<file path="src/rtl/ccu_decrypt_if.sv">
// Nibble-serial bus shared by the Mini-AES decrypt core and whatever feeds it.
// The master drives ciphertext/key nibbles; the slave returns plaintext nibbles.
interface ccu_decrypt_if;
    logic       load;
    logic [3:0] data_in;
    logic [3:0] key_in;
    logic       busy;
    logic       out_valid;
    logic [3:0] data_out;

    modport master (output load, data_in, key_in, input busy, out_valid, data_out);
    modport slave  (input load, data_in, key_in, output busy, out_valid, data_out);
endinterface

</file>
<file path="src/rtl/ccu_decrypt.sv">
// Nibble-serial Mini-AES inverse cipher: four ciphertext/key nibbles in,
// key expansion plus two inverse rounds on one edge each, four plaintext nibbles out.
module ccu_decrypt #(
    parameter bit MSB_FIRST = 1'b1
) (
    input  logic         clk,
    input  logic         reset,
    ccu_decrypt_if.slave bus
);

    typedef enum logic [2:0] {IDLE, LOAD, KEYX, R2, R1, FIN, OUT} state_t;

    // Forward and inverse nibble S-boxes; entry n sits at bits [4n+3:4n].
    localparam logic [63:0] SBOX     = 64'h7095_C6A3_8BF2_1D4E;
    localparam logic [63:0] INV_SBOX = 64'h502B_69D7_FAC1_843E;

    state_t      state, state_next;
    logic [1:0]  cnt, cnt_next;
    logic [15:0] blk, blk_next;
    logic [15:0] key, key_next;
    logic [15:0] rk1, rk1_next;
    logic [15:0] rk2, rk2_next;
    logic [15:0] shreg, shreg_next;
    logic        oval, oval_next;

    function automatic logic [3:0] sub_nib(input logic [3:0] x);
        return SBOX[{x, 2'b00} +: 4];
    endfunction

    function automatic logic [15:0] inv_sub(input logic [15:0] s);
        return {INV_SBOX[{s[15:12], 2'b00} +: 4], INV_SBOX[{s[11:8], 2'b00} +: 4],
                INV_SBOX[{s[7:4], 2'b00} +: 4],   INV_SBOX[{s[3:0], 2'b00} +: 4]};
    endfunction

    function automatic logic [15:0] shift_rows(input logic [15:0] s);
        return {s[15:12], s[3:0], s[7:4], s[11:8]};
    endfunction

    // Multiply by x in GF(2^4) with x^4 = x + 1.
    function automatic logic [3:0] mul2(input logic [3:0] x);
        return {x[2:0], 1'b0} ^ {2'b00, x[3], x[3]};
    endfunction

    function automatic logic [7:0] mix_col(input logic [3:0] a, input logic [3:0] b);
        return {mul2(a) ^ a ^ mul2(b), mul2(a) ^ mul2(b) ^ b};
    endfunction

    function automatic logic [15:0] mix(input logic [15:0] s);
        return {mix_col(s[15:12], s[11:8]), mix_col(s[7:4], s[3:0])};
    endfunction

    // Returns {K1, K2}; K0 is the loaded key itself.
    function automatic logic [31:0] expand_key(input logic [15:0] k);
        logic [3:0] w4, w5, w6, w7, w8, w9, w10, w11;
        w4  = k[15:12] ^ sub_nib(k[3:0]) ^ 4'h1;
        w5  = k[11:8] ^ w4;
        w6  = k[7:4] ^ w5;
        w7  = k[3:0] ^ w6;
        w8  = w4 ^ sub_nib(w7) ^ 4'h2;
        w9  = w5 ^ w8;
        w10 = w6 ^ w9;
        w11 = w7 ^ w10;
        return {w4, w5, w6, w7, w8, w9, w10, w11};
    endfunction

    function automatic logic [15:0] shift_in(input logic [15:0] r, input logic [3:0] nib);
        return MSB_FIRST ? {r[11:0], nib} : {nib, r[15:4]};
    endfunction

    function automatic logic [15:0] shift_out(input logic [15:0] r);
        return MSB_FIRST ? {r[11:0], 4'h0} : {4'h0, r[15:4]};
    endfunction

    // State and datapath registers; reset discards any block in flight.
    always_ff @(posedge clk) begin
        if (!reset) begin
            state <= IDLE;
            cnt   <= 2'd0;
            blk   <= 16'h0;
            key   <= 16'h0;
            rk1   <= 16'h0;
            rk2   <= 16'h0;
            shreg <= 16'h0;
            oval  <= 1'b0;
        end else begin
            state <= state_next;
            cnt   <= cnt_next;
            blk   <= blk_next;
            key   <= key_next;
            rk1   <= rk1_next;
            rk2   <= rk2_next;
            shreg <= shreg_next;
            oval  <= oval_next;
        end
    end

    // Sequencing: collect nibbles, one edge per cipher step, then stream the result.
    always_comb begin
        state_next = state;
        cnt_next   = cnt;
        blk_next   = blk;
        key_next   = key;
        rk1_next   = rk1;
        rk2_next   = rk2;
        shreg_next = shreg;
        oval_next  = oval;
        case (state)
            IDLE, LOAD: begin
                if (bus.load) begin
                    blk_next = shift_in(blk, bus.data_in);
                    key_next = shift_in(key, bus.key_in);
                    if (cnt == 2'd3) begin
                        cnt_next   = 2'd0;
                        state_next = KEYX;
                    end else begin
                        cnt_next   = cnt + 2'd1;
                        state_next = LOAD;
                    end
                end else if (state == LOAD) begin
                    cnt_next   = 2'd0;
                    state_next = IDLE;
                end
            end
            KEYX: begin
                {rk1_next, rk2_next} = expand_key(key);
                state_next = R2;
            end
            R2: begin
                blk_next   = inv_sub(shift_rows(blk ^ rk2));
                state_next = R1;
            end
            R1: begin
                blk_next   = inv_sub(shift_rows(mix(blk ^ rk1)));
                state_next = FIN;
            end
            FIN: begin
                shreg_next = blk ^ key;
                oval_next  = 1'b1;
                cnt_next   = 2'd0;
                state_next = OUT;
            end
            OUT: begin
                if (cnt == 2'd3) begin
                    shreg_next = 16'h0;
                    oval_next  = 1'b0;
                    cnt_next   = 2'd0;
                    state_next = IDLE;
                end else begin
                    shreg_next = shift_out(shreg);
                    cnt_next   = cnt + 2'd1;
                end
            end
            default: state_next = IDLE;
        endcase
    end

    assign bus.busy      = state inside {KEYX, R2, R1, FIN, OUT};
    assign bus.out_valid = oval;
    assign bus.data_out  = oval ? (MSB_FIRST ? shreg[15:12] : shreg[3:0]) : 4'h0;

endmodule
</file>
<file path="src/flat_wrapper.sv">
// flat-port wrapper written by rule: the top's interface ports become plain ports
module ccu_decrypt_flat 
#(
    parameter bit MSB_FIRST = 1'b1
)
  (clk, reset, bus_load, bus_data_in, bus_key_in, bus_busy, bus_out_valid, bus_data_out);
  ccu_decrypt_if bus_i ();
  input  logic clk;
  input  logic reset;
  input wire logic [$bits(bus_i.load)-1:0] bus_load;
  input wire logic [$bits(bus_i.data_in)-1:0] bus_data_in;
  input wire logic [$bits(bus_i.key_in)-1:0] bus_key_in;
  output wire logic [$bits(bus_i.busy)-1:0] bus_busy;
  output wire logic [$bits(bus_i.out_valid)-1:0] bus_out_valid;
  output wire logic [$bits(bus_i.data_out)-1:0] bus_data_out;
  assign bus_i.load = bus_load;
  assign bus_i.data_in = bus_data_in;
  assign bus_i.key_in = bus_key_in;
  assign bus_busy = bus_i.busy;
  assign bus_out_valid = bus_i.out_valid;
  assign bus_data_out = bus_i.data_out;
  ccu_decrypt #(.MSB_FIRST(MSB_FIRST)) u_core (.clk(clk), .reset(reset), .bus(bus_i));
endmodule
</file>
<file path="config.mk">
export PLATFORM = sky130hd
export DESIGN_NAME = ccu_decrypt_flat
export DESIGN_NICKNAME = d
export VERILOG_FILES = /design/src/rtl/ccu_decrypt_if.sv /design/src/rtl/ccu_decrypt.sv /design/src/flat_wrapper.sv
export SDC_FILE = /design/constraint.sdc
export NUM_CORES = 1
export LEC_CHECK = 0
export ABC_AREA = 1
export ABC_CLOCK_PERIOD_IN_PS = 5800
export CORE_ASPECT_RATIO = 1.5
export CORE_MARGIN = 3
export CORE_UTILIZATION = 45
export CTS_BUF_LIST = sky130_fd_sc_hd__clkbuf_16
export DETAILED_ROUTE_END_ITERATION = 12
export PLACE_DENSITY = 0.6
export SLEW_MARGIN = 15
export SYNTH_ARGS = -nofsm -noshare
export SYNTH_HDL_FRONTEND = slang
export SYNTH_SLANG_ARGS = --single-unit
</file>
<file path="constraint.sdc">
create_clock -name clk -period 5.8 [get_ports clk]
set_clock_uncertainty 0.15 [all_clocks]
set_input_delay 1.16 -clock clk [delete_from_list [all_inputs] [get_ports clk]]
set_output_delay 1.16 -clock clk [all_outputs]
set_load 0.01 [all_outputs]
</file>
After elaboration in Yosys (flattened, before gate mapping):

Cells that the tools add are included.

* register bits: 86
* bits of input ports: 11
* logic and storage cells: 81

* bitwise gates (word level): 25
* equal/unequal tests: 10
* reduce and logical (&&, ||, !) cells: 11
* mux-type cells: 16
* shift operators: 10
* $add $sub $neg: 1

Operators by type and width (number)
* variable part select 64 x 7 -> 4 bit, first input constant: 10
* bitwise XOR 4 bit: 16
* one-hot mux 16 bit (3 select lines): 1
* bitwise XOR 16 bit: 3
* two-way mux 16 bit: 2
* one-hot mux 16 bit (2 select lines): 1
* one-hot mux 3 bit (6 select lines): 1
* bitwise XOR 4 x 2 -> 4 bit: 4
* AND reduction 2 bit: 5
* == test 3 bit, second input constant: 3
* two-way mux 3 bit: 3
* two-way mux 2 bit: 4
* == test 3 x 2 -> 1 bit, second input constant: 2
* one-hot mux 2 bit (3 select lines): 1
* nonzero test 3 bit: 2
* nonzero test 5 bit: 1
* two-way mux 4 bit: 1
* == test 3 x 1 -> 1 bit, second input constant: 1
* logical NOT 3 bit: 1
* != test 3 x 2 -> 1 bit, second input constant: 1
* adder 2 x 1 -> 2 bit, second input constant: 1
* == test 2 bit, second input constant: 1
* != test 2 x 1 -> 1 bit, second input constant: 1
* != test 2 bit, second input constant: 1
* other kinds (5): 6

Depth between registers and ports, before layout:

Gate-level depths: netlist of run 1.

* depth in word-level cells: 12
* depth in mapped cells: 28
* mapped depth without buffers: 27

Worst setup path before layout of run 1:

Ideal clock, no wire load.

* path kind: register to register
* from: register u_core.key[0]
* to: register u_core.rk2[1]
* buffers on the path: 1
* stages on the path, launching flop included: 24
* setup slack: 2972 ps
* data required time: 5541 ps
* data arrival time: 2570 ps
* clock period less this slack: 2828 ps
* cell sequence: dfxtp_1 -> buf_6 -> inv_4 -> ha_1 -> nand2_2 -> nand3_2 -> nand2_1 -> nand2_2 -> nand2_2 -> nand2_2 -> nand2_2 -> nand2_2 -> nand3_1 -> nand2_2 -> ha_1 -> or2_0 -> nand3_2 -> nand3_1 -> nand2_2 -> nand2_2 -> nand3_1 -> nand3_1 -> nand2_1 -> inv_1

* cells in the longest elaborated chain, start to end: 12

RTL lines
* start: declaration: RTL line ccu_decrypt.sv:20 `logic [15:0] key, key_next;`
* start signal: assignment: RTL line ccu_decrypt.sv:89 `key <= key_next;`
* variable part select 64 x 7 -> 4 bit: RTL line ccu_decrypt.sv:27 `return SBOX[{x, 2'b00} +: 4];`
* bitwise XOR 4 bit: RTL line ccu_decrypt.sv:55 `w4 = k[15:12] ^ sub_nib(k[3:0]) ^ 4'h1;`
* NOT 1 bit (no line)
* bitwise XOR 4 bit: RTL line ccu_decrypt.sv:56 `w5 = k[11:8] ^ w4;`
* bitwise XOR 4 bit: RTL line ccu_decrypt.sv:57 `w6 = k[7:4] ^ w5;`
* bitwise XOR 4 bit: RTL line ccu_decrypt.sv:58 `w7 = k[3:0] ^ w6;`
* variable part select 64 x 7 -> 4 bit: RTL line ccu_decrypt.sv:27
* bitwise XOR 4 bit: RTL line ccu_decrypt.sv:59 `w8 = w4 ^ sub_nib(w7) ^ 4'h2;`
* NOT 1 bit (no line)
* bitwise XOR 4 bit: RTL line ccu_decrypt.sv:60 `w9 = w5 ^ w8;`
* bitwise XOR 4 bit: RTL line ccu_decrypt.sv:61 `w10 = w6 ^ w9;`
* bitwise XOR 4 bit (*): RTL line ccu_decrypt.sv:62 `w11 = w7 ^ w10;`
* end signal: assignment: RTL line ccu_decrypt.sv:91 `rk2 <= rk2_next;`
* end: declaration: RTL line ccu_decrypt.sv:22 `logic [15:0] rk2, rk2_next;`

Every way passes the cells marked *; elsewhere a longest branch is shown, timed or not.
A chain may end at the register's enable or synchronous reset.

Worst setup path in the final report of run 1:

* from: register u_core.state[2]
* to: output port bus_busy

* cells in the longest elaborated chain, start to end: 2

RTL lines
* start: declaration: RTL line ccu_decrypt.sv:17 `state_t state, state_next;`
* start signal: assignment: RTL line ccu_decrypt.sv:86 `state <= state_next;`
* == test 3 x 2 -> 1 bit or == test 3 bit (tied branches): RTL line ccu_decrypt.sv:157 `assign bus.busy = state inside {KEYX, R2, R1, FIN, OUT};`
* nonzero test 5 bit (*): RTL line ccu_decrypt.sv:157
* end: declaration: RTL line flat_wrapper.sv:13 `output wire logic [$bits(bus_i.busy)-1:0] bus_busy;`

Marks and branches as above.

==> impl_results.md, run 1 <==
* CP startpoint: u_core.state[2]
* Max Clk Rate at approximately 0.30 GHz
* Setup TNS at 0 ns
* Static Leakage at 3.075 nW
* Vias per cell at 5.408
* Setup bufs post-CTS at 0
* Remaining antenna violation count after routing at 0
* Switching share of power at around a third
* Total GRT Usage at 22.04%
* Tot Pwr at between 1.5 and 2 mW
* Final setup fails at 0
* R2R Path Start: u_core.key[0]
* IO buf count at 16
* Area occupied by multi-input gates at roughly 3800 µm²
* Die width at roughly 100 µm
* Run status: finished clean
* Async S/R FF share, synth at 0%
* Top-count cell post-synth: nand2_1
* DRT Pass-1 Iters at 5
* Post-Layout Cell Count at about 1,000
* Pwr/cell area at between 200 and 250 nW/µm²
* Max-Cap Viols at 0
* Period utilisation layout at between 50 and 60%
* Slew Viols, Final at 0
* Placed Cells at roughly 1,000
* R2R Setup Slk at 2.47 ns
* Switching power at 0.5368 mW
* Initial drt markers at between 300 and 400
* Starting density of the core at a little under half
* Routed WL at roughly 16,000 µm
* Syn_nets at between 900 and 1,000
* CTS tree: yes
* Clk Latency, worst-skew pair at 0.35 ns
* Largest net degree at the start of global routing at 60
* H-tree Lvls at 3
* Flop pwr share at between 30% and 40%
* CP Max Fanout at 7
* Crit path to: bus_busy
* Standard-cell rows at between 50 and 60
* Synth Register Bits at between 80 and 90
* Slew headroom at roughly a third
* Internal at about 1.1 mW
* Post-CTS sizing at 0
* GPL Wtd Cong at 0.8898
* Post-synth EDFFs at 0
* WS Path Type: register to output port
* Comb pwr share at ~22%
* Reg2reg end: u_core.rk2[2]
* Reg2Reg Depth at 25
* Area of the mapped netlist at 6110 µm²
* Filler cells at around 1,300
* Commonest cells post-synth: nand2_1, dfxtp_1, inv_1
* FF/Latch Area at ~1700 µm²
* Dpl hpwl at roughly 12,000 µm
* Clk pwr share at approximately 40%
* CTS sink count at between 80 and 90
* Peak supply drop at 114.0 µV
* Final Critical Period at about 3.4 ns
* Grt ovf at 0
* Die area at about 15,000 µm²
* Top FF cell, synth: dfxtp_1
* Fin nets at 903
* Leading area contributor after synthesis: dfxtp_1
* Antenna violations before repair at 0
* Die H at 148.7 µm
* Root buf cell: clkbuf_16
* Core utilization of the finished layout at between 50% and 60%
* First-pass GRT wire length at roughly 26,000 µm
* Layout cell share with drive strength beyond 1 at between 10 and 15%
* CP Capture Type: output port
* Clock transition at path regs at 0.07 ns
* Crit path launch type: register
* Area contributors post-synth: dfxtp_1, nand2_1, o21ai_0
* Mean Syn Cell Area at between 6 and 7 µm²
* Vias in the first global route at approximately 5,300
* Yosys cell types at 38
* RSZ-0062 raised after global routing: false
* Cts hold-fix bufs at 0
* Post-synth top area share at 28.18%
* Worst EP required at 4.49 ns
* Synth-to-layout area growth at 8.110%
* Routed wire per std cell at around 16 µm
* Slew of the pin with the lowest slew margin at slightly below 1 ns
* Worst path arrival time at 2.05 ns
* # IOs at 17
* DRC viols at 0
* Clock Tree Buf Depth at 2
* Synth warn at 0
* # diodes at 0
* Core Area at ~13,000 µm²
* Cells after Synth at around 900
* HP Class: register to register
* Sequential area share after synthesis at 28.18%
* Via count at approximately 5,600
* CTS buffer count at 9
* Hold Vio Cnt, Final at 0
-- how the worst min path moves through the flow --
stage | end | start | cells past startpoint
floorplan | u_core.shreg[10] | u_core.shreg[6] | 2
global placement | u_core.shreg[10] | u_core.shreg[6] | 2
detailed placement | u_core.shreg[15] | u_core.shreg[11] | 2
CTS | u_core.shreg[1] | u_core.shreg[1] | 2
global route | u_core.shreg[5] | u_core.shreg[1] | 2
finish | u_core.shreg[10] | u_core.shreg[6] | 2
-- state kept, by name, summed over array words and instances, names as in the netlist --
signal,cells
u_core.cnt,2
u_core.bus.out_valid,1
u_core.shreg,16
u_core.rk2,16
u_core.rk1,16
u_core.state,3
u_core.blk,16
u_core.key,16
-- power by group through the flow --
stage | Clock, mW | Combinational (mW) | Sequential [mW]
6_report | 0.655 | 0.360 | 0.631
5_1_grt | 0.688 | 0.404 | 0.632
4_1_cts | 0.668 | 0.360 | 0.630
3_5_place_dp | 0 | 0.359 | 0.644
3_3_place_gp | 0 | 0.349 | 0.644
2_1_floorplan | 0 | 0.294 | 0.627
-- cell type report --
cell class / instances / share of cell area, %
timing repair buffer: 18 / 2.576
clock buffer: 9 / 3.410
multi-input combinational: 654 / 57.95
sequential: 86 / 26.07
tap: 159 / 3.012
clock inverter: 7 / 1.553
inverter: 95 / 5.437
-- metal layers --
metal | vias to the layer above | global-route usage, % | wire, µm
met2 | 101 | 38.47 | 8170
met4 | 0 | 8.250 | 406
met3 | 24 | 3.097 | 583
li1 | 2840 | - | -
met1 | 2594 | 27.07 | 6950
met5 | - | 0 | 0
-- metrics by stage --
| stage | hold slack (ns) | setup WS, ns | area, µm² |
|---|---|---|---|
| 6_report | 0.3126 | 2.439 | 6605 |
| 5_1_grt | 0.3370 | 2.129 | 6605 |
| 4_1_cts | 0.3164 | 2.439 | 6605 |
| 3_5_place_dp | 0.3022 | 2.319 | 6277 |
| 3_3_place_gp | 0.3004 | 2.397 | 6277 |
| 2_1_floorplan | 0.2859 | 2.972 | 6110 |
-- critical path: stages (launching register included) --
cell and delay (ns):
dfxtp_1 0.51, inv_1 0.15, ha_1 0.28, or2_2 0.29
clkdlybuf4s50_1 0.48
-- cell usage in the layout, fill, tap and decap left out, types with 28 or more instances in the layout --
cell and n:
nand3_1 65, nor2_1 29, dfxtp_1 86, nand2_1 203, xor2_1 44, nand2_2 31
ha_1 28, a21oi_1 63, inv_1 85, o21ai_0 77
-- cells by family (layout without fill, tap and decap cells) --
kind of cell,Yosys count,after routing,synth area share (%)
and+or+nand+nor,357,357,26.87
buffers and inverters,137,129,9.298
DFF,86,86,28.18
xor gates and xnor gates,77,77,11.90
adders and majority gates,28,28,5.734
AOI/OAI and AO/OA,192,192,18.02
(Power assumes the default switching activity.)
==> inputs of run 2 (changes only) <==
--- a/config.mk
+++ b/config.mk
@@ -6,7 +6,7 @@
 export NUM_CORES = 1
 export LEC_CHECK = 0
 export ABC_AREA = 1
-export ABC_CLOCK_PERIOD_IN_PS = 5800
+export ABC_CLOCK_PERIOD_IN_PS = 3400
 export CORE_ASPECT_RATIO = 1.5
 export CORE_MARGIN = 3
 export CORE_UTILIZATION = 45
==> constraint.sdc (replaced) <==
create_clock -name clk -period 3.4 [get_ports clk]
set_clock_uncertainty 0.15 [all_clocks]
set_input_delay 0.68 -clock clk [delete_from_list [all_inputs] [get_ports clk]]
set_output_delay 0.68 -clock clk [all_outputs]
set_load 0.01 [all_outputs]
==> run 2 against run 1 <==
  * Via count is 0.56% higher
  * Final area increased by 1.5%
  * Largest cell class unchanged
  * Highest routed layer unchanged
  * Cell count grew 1.4%
  * Total power up 68%
  * Combinational power grew 76%
==> impl_results.md, run 2 (synthesized netlist as in run 1, its figures left out) <==
* Run status: finished clean
* Total GRT Usage at about 22%
* Synth-to-layout area growth at 9.748%
* HP Class: register to register
* Initial drt markers at 320
* Worst EP required at between 3 and 4 ns
* Final setup fails at 0
* Static Leakage at about 3.1 nW
* Crit path launch type: register
* Final Critical Period at a little over 3 ns
* Fin nets at a little over 900
* Worst path arrival time at around 3.1 ns
* Max Clk Rate at between 0.3 and 0.4 GHz
* Area occupied by multi-input gates at approximately 3800 µm²
* Most frequent cells in the layout: nand2_1, inv_1, dfxtp_1
* Reg2Reg Depth at 23
* CP Max Fanout at 9
* # IOs at 17
* Core utilization of the finished layout at about half
* Grt ovf at 0
* Starting density of the core at between 40% and 50%
* Root buf cell: clkbuf_16
* Largest net degree at the start of global routing at 38
* Routed wire per std cell at between 15 and 20 µm
* Hold Vio Cnt, Final at 0
* Clock transition at path regs at roughly 0.070 ns
* Vias per cell at 5.365
* First-pass GRT wire length at roughly 27,000 µm
* Dpl hpwl at about 12,000 µm
* Via count at 5,590
* DRC viols at 0
* FF/Latch Area at about 1700 µm²
* WS Path Type: register to register
* Period utilisation layout at 89.34%
* Clock Tree Buf Depth at 2
* IO buf count at 16
* Setup TNS at 0 ns
* Core Area at 13,150 µm²
* # diodes at 0
* Slew of the pin with the lowest slew margin at about 0.79 ns
* Slew Viols, Final at 0
* Cts hold-fix bufs at 0
* Peak supply drop at 203.9 µV
* Pwr/cell area at around 410 nW/µm²
* GPL Wtd Cong at 0.8761
* Clk Latency, worst-skew pair at approximately 0.34 ns
* Die width at a little over 100 µm
* Standard-cell rows at 51
* CTS tree: yes
* Remaining antenna violation count after routing at 0
* CP Capture Type: register
* Hold Startpoint: u_core.shreg[6]
* CTS buffer count at 9
* Layout cell share with drive strength beyond 1 at 12.46%
* Vias in the first global route at between 5,000 and 6,000
* CTS sink count at 86
* Filler cells at 1,288
* Die area at 15,040 µm²
* Setup bufs post-CTS at 0
* Max-Cap Viols at 0
* RSZ-0062 raised after global routing: false
* CP startpoint: u_core.key[1]
* DRT Pass-1 Iters at 5
* Routed WL at around 16,000 µm
* Leading cell type in the layout, fill and taps excluded: nand2_1
* Worst hold path depth at 2
* Die H at 148.7 µm
* Slew headroom at 47.51%
* R2R Path Start: u_core.key[1]
* H-tree Lvls at 3
* Antenna violations before repair at 0
run 2: path summary, 6_finish.rpt:
path	to	slack [ns]
worst min register to register	u_core.shreg[10]	0.31
worst max register to register	u_core.rk2[9]	0.36
worst min-delay path	u_core.shreg[10]	0.31
worst max-delay path	u_core.rk2[9]	0.36
run 2: final cells by class:
class                      instances  area share [%]
multi-input combinational        654           57.08
sequential                        86           25.70
inverter                          95           5.355
timing repair buffer              32           4.105
clock buffer                       9           3.359
tap                              159           2.967
clock inverter                     7           1.437
run 2: layer usage:
metal	up-vias	share of wire [%]	track usage, %
met5	-	0	0
li1	2860	-	-
met4	0	3.2	9.381
met2	97	50	37.68
met1	2604	44	28.72
met3	29	3.0	2.722
run 2: worst max-delay path, cell delays in order (launching register included):
cell and delay, ns:
dfxtp_1 0.34, buf_4 0.19, ha_1 0.19, nand2_1 0.05, nand3_1 0.11, nand2_1 0.06, nand2_1 0.08, nand2_2 0.09
nand2_2 0.11, nand2_4 0.08, nand2_2 0.08, nand3_1 0.09, nand2_2 0.12, inv_1 0.08, ha_1 0.19, or2_0 0.24
nand3_2 0.10, nand2_2 0.06, nand2_1 0.06, nand2_1 0.11, nand2_1 0.10, nand3_1 0.08, o211ai_1 0.11, inv_1 0.05
run 2: report_power, final:
part | switching (mW) | internal, mW
Combinational | 0.420 | 0.215
Clock | 0.424 | 0.645
Sequential | 0.0337 | 1.03
run 2: repair_timing:
item                                    4_1_cts  5_1_grt
resized for setup                             0        1
endpoints found under the hold margin         0        0
endpoints found under the setup margin        0        2
run 2: per-stage QoR:
step	cells	instance area (µm²)	setup slack [ns]	power [mW]	hold slack, ns
floorplan	877	6110	0.5717	1.572	0.2859
global route	1042	6705	0.01841	2.903	0.3379
detailed placement	1026	6382	0.3380	1.718	0.2971
finish	1042	6705	0.3624	2.767	0.3091
global placement	1026	6382	0.4239	1.698	0.3008
CTS	1042	6704	0.3092	2.786	0.3120
==> inputs of run 3 (changes only) <==
--- a/config.mk
+++ b/config.mk
@@ -7,12 +7,15 @@
 export LEC_CHECK = 0
 export ABC_AREA = 1
 export ABC_CLOCK_PERIOD_IN_PS = 3400
+export CAP_MARGIN = 20
 export CORE_ASPECT_RATIO = 1.5
 export CORE_MARGIN = 3
 export CORE_UTILIZATION = 45
 export CTS_BUF_LIST = sky130_fd_sc_hd__clkbuf_16
 export DETAILED_ROUTE_END_ITERATION = 12
 export PLACE_DENSITY = 0.6
+export RECOVER_POWER = 50
+export REMOVE_ABC_BUFFERS = 1
 export SLEW_MARGIN = 15
 export SYNTH_ARGS = -nofsm -noshare
 export SYNTH_HDL_FRONTEND = slang
==> run 3 against run 2 <==
  * Register-to-register slack worse by 0.03 ns
  * Global-route usage is 0.12 points higher
  * Final area is 0.21% lower
  * Die area stayed put
==> impl_results.md, run 3 (synthesized netlist as in run 1, its figures left out) <==
* GPL Wtd Cong at around 0.92
* Routed wire per std cell at approximately 16 µm
* Grt ovf at 0
* Switching share of power at between 30% and 40%
* RSZ-0062 raised after global routing: false
* CP Max Fanout at 11
* Die width at 101.1 µm
* Setup bufs post-CTS at 0
* Period utilisation layout at 90.20%
* Dpl hpwl at 12,740 µm
* Routed WL at ~16,000 µm
* Cts hold-fix bufs at 0
* Die H at between 100 and 150 µm
* Slew headroom at a little under 50%
* Max Clk Rate at roughly 0.33 GHz
* Synth-to-layout area growth at 9.523%
* Root buf cell: clkbuf_16
* Via count at around 5,600
* DRT Pass-1 Iters at 6
* Final setup fails at 0
* HP Class: register to register
* Most frequent cells in the layout: nand2_1, inv_1, dfxtp_1
* Worst EP required at roughly 3.5 ns
* DRC viols at 0
* Filler cells at about 1,300
* Comb pwr share at 23.1%
* Placed inst area at roughly 6400 µm²
* IO buf count at 16
* Reg2Reg Depth at 22
* Design Area, Final at 6691 µm²
* Crit-path slowest cell: dfxtp_2
* First-pass GRT wire length at roughly 27,000 µm
* Run status: finished clean
* Worst hold path depth at 2
* H-tree Lvls at 3
* Standard-cell rows at approximately 50
* Critical Path Most Common Cell: nand2_2
* Peak supply drop at between 200 and 300 µV
* Slew Viols, Final at 0
* Initial drt markers at approximately 330
* CP Cell Sequence: inv_4, ha_1, nand2_2, nand3_2, nand2_1, nand2_2, nand2_2, nand2_2, nand3_1, nand2_1, nand2_2, nand2_2, ha_1, or2_0, nand3_2, nand3_1, nand2_2, nand2_2, nand3_1, nand3_1, nand2_1, inv_1
* Sink of the worst hold path: u_core.shreg[14]
* CP Capture Type: register
* Switching power at around 0.90 mW
* CP peak stage delay at 0.40 ns
* CP startpoint: u_core.key[0]
* Remaining antenna violation count after routing at 0
* Antenna violations before repair at 0
* WS Path Type: register to register
* # IOs at 17
* Final Critical Period at between 3 and 4 ns
* Hold Vio Cnt, Final at 0
* Total GRT Usage at 22.56%
* Largest net degree at the start of global routing at between 40 and 50
* Vias per cell at around 5.4
* CP Buf/Inv Count at 2
* Reg2reg end: u_core.rk2[1]
* Internal at between 1.5 and 2 mW
* Clk pwr share at ~38%
* Clock Tree Buf Depth at 2
* CTS buffer count at 9
* Vias in the first global route at between 5,000 and 6,000
* Slew of the pin with the lowest slew margin at roughly 0.77 ns
* Max-Cap Viols at 0
* R2R Path Start: u_core.key[0]
* Fin nets at between 900 and 1,000
* Starting density of the core at a little under half
* Core utilization of the finished layout at roughly 51%
* Flop pwr share at between 30% and 40%
* Clk Latency, worst-skew pair at approximately 0.35 ns
* Clock transition at path regs at 0.07 ns
* CTS sink count at 86
* Leading cell type in the layout, fill and taps excluded: nand2_1
* Setup TNS at 0 ns
* CTS tree: yes
* Crit path launch type: register
* Layout cell share with drive strength beyond 1 at between 10 and 15%
* Core Area at 13,150 µm²
* CP delay by family, top: simple AND/OR/NAND/NOR gates
* Static Leakage at 3.158 nW
* Hold Startpoint: u_core.shreg[10]
* R2R Setup Slk at ~0.33 ns
* # diodes at 0
* Worst path arrival time at 3.17 ns
* Die area at approximately 15,000 µm²
* Pwr/cell area at ~400 nW/µm²
run 3: worst reg2reg max path: stages, from the launching register on:
cell     delay, ns
dfxtp_2       0.40
inv_4         0.10
ha_1          0.31
nand2_2       0.09
nand3_2       0.10
nand2_1       0.10
nand2_2       0.06
nand2_2       0.08
nand2_2       0.07
nand3_1       0.12
nand2_1       0.11
nand2_2       0.08
nand2_2       0.08
ha_1          0.22
or2_0         0.25
nand3_2       0.11
nand3_1       0.12
nand2_2       0.12
nand2_2       0.06
nand3_1       0.08
nand3_1       0.07
nand2_1       0.06
inv_1         0.03
run 3: power by group through the flow:
| stage | sequential [mW] | clock, mW | combinational (mW) |
|---|---|---|---|
| after global routing | 1.07 | 1.08 | 0.708 |
| after detailed placement | 1.09 | 0 | 0.628 |
| after global placement | 1.09 | 0 | 0.612 |
| after floorplan | 1.08 | 0 | 0.471 |
| after CTS | 1.06 | 1.05 | 0.631 |
| final | 1.06 | 1.03 | 0.628 |
run 3: how the worst max path moves through the flow:
stage,end,cells after the start
floorplan,u_core.rk2[11],9
global placement,u_core.rk2[1],22
detailed placement,u_core.rk2[1],22
CTS,u_core.rk2[1],22
global route,u_core.rk2[0],26
finish,u_core.rk2[1],22
run 3: metal layers:
layer / GRT usage [%] / share of wire, %
met5: 0 / 0
met1: 27.56 / 43
met4: 9.448 / 3.1
met2: 39.12 / 51
met3: 3.050 / 2.7
run 3: layout make-up:
class / count / area (µm²) / area share (%)
inverters: 95 / 359.1 / 5.366
flip-flops and latches: 86 / 1724 / 25.77
well taps: 159 / 198.9 / 2.973
clock inverters: 7 / 80.08 / 1.197
clock buffers: 9 / 225.2 / 3.366
repair buffers: 34 / 286.5 / 4.282
multi-input cells: 654 / 3817 / 57.05
run 3: repair_timing:
action                                  CTS  global route
resized for setup                         0             2
endpoints found under the hold margin     0             0
endpoints found under the setup margin    0             7
run 3: per-stage QoR:
step           hold slack, ns  worst slack, ns  power (mW)  std cells
4_1_cts                0.3142           0.2249       2.750       1044
2_1_floorplan          0.2853          -0.1169       1.553        835
3_3_place_gp           0.3009           0.3221       1.698       1028
3_5_place_dp           0.3033           0.2416       1.715       1028
5_1_grt                0.3278          0.04068       2.859       1044
6_report               0.3113           0.3332       2.725       1044
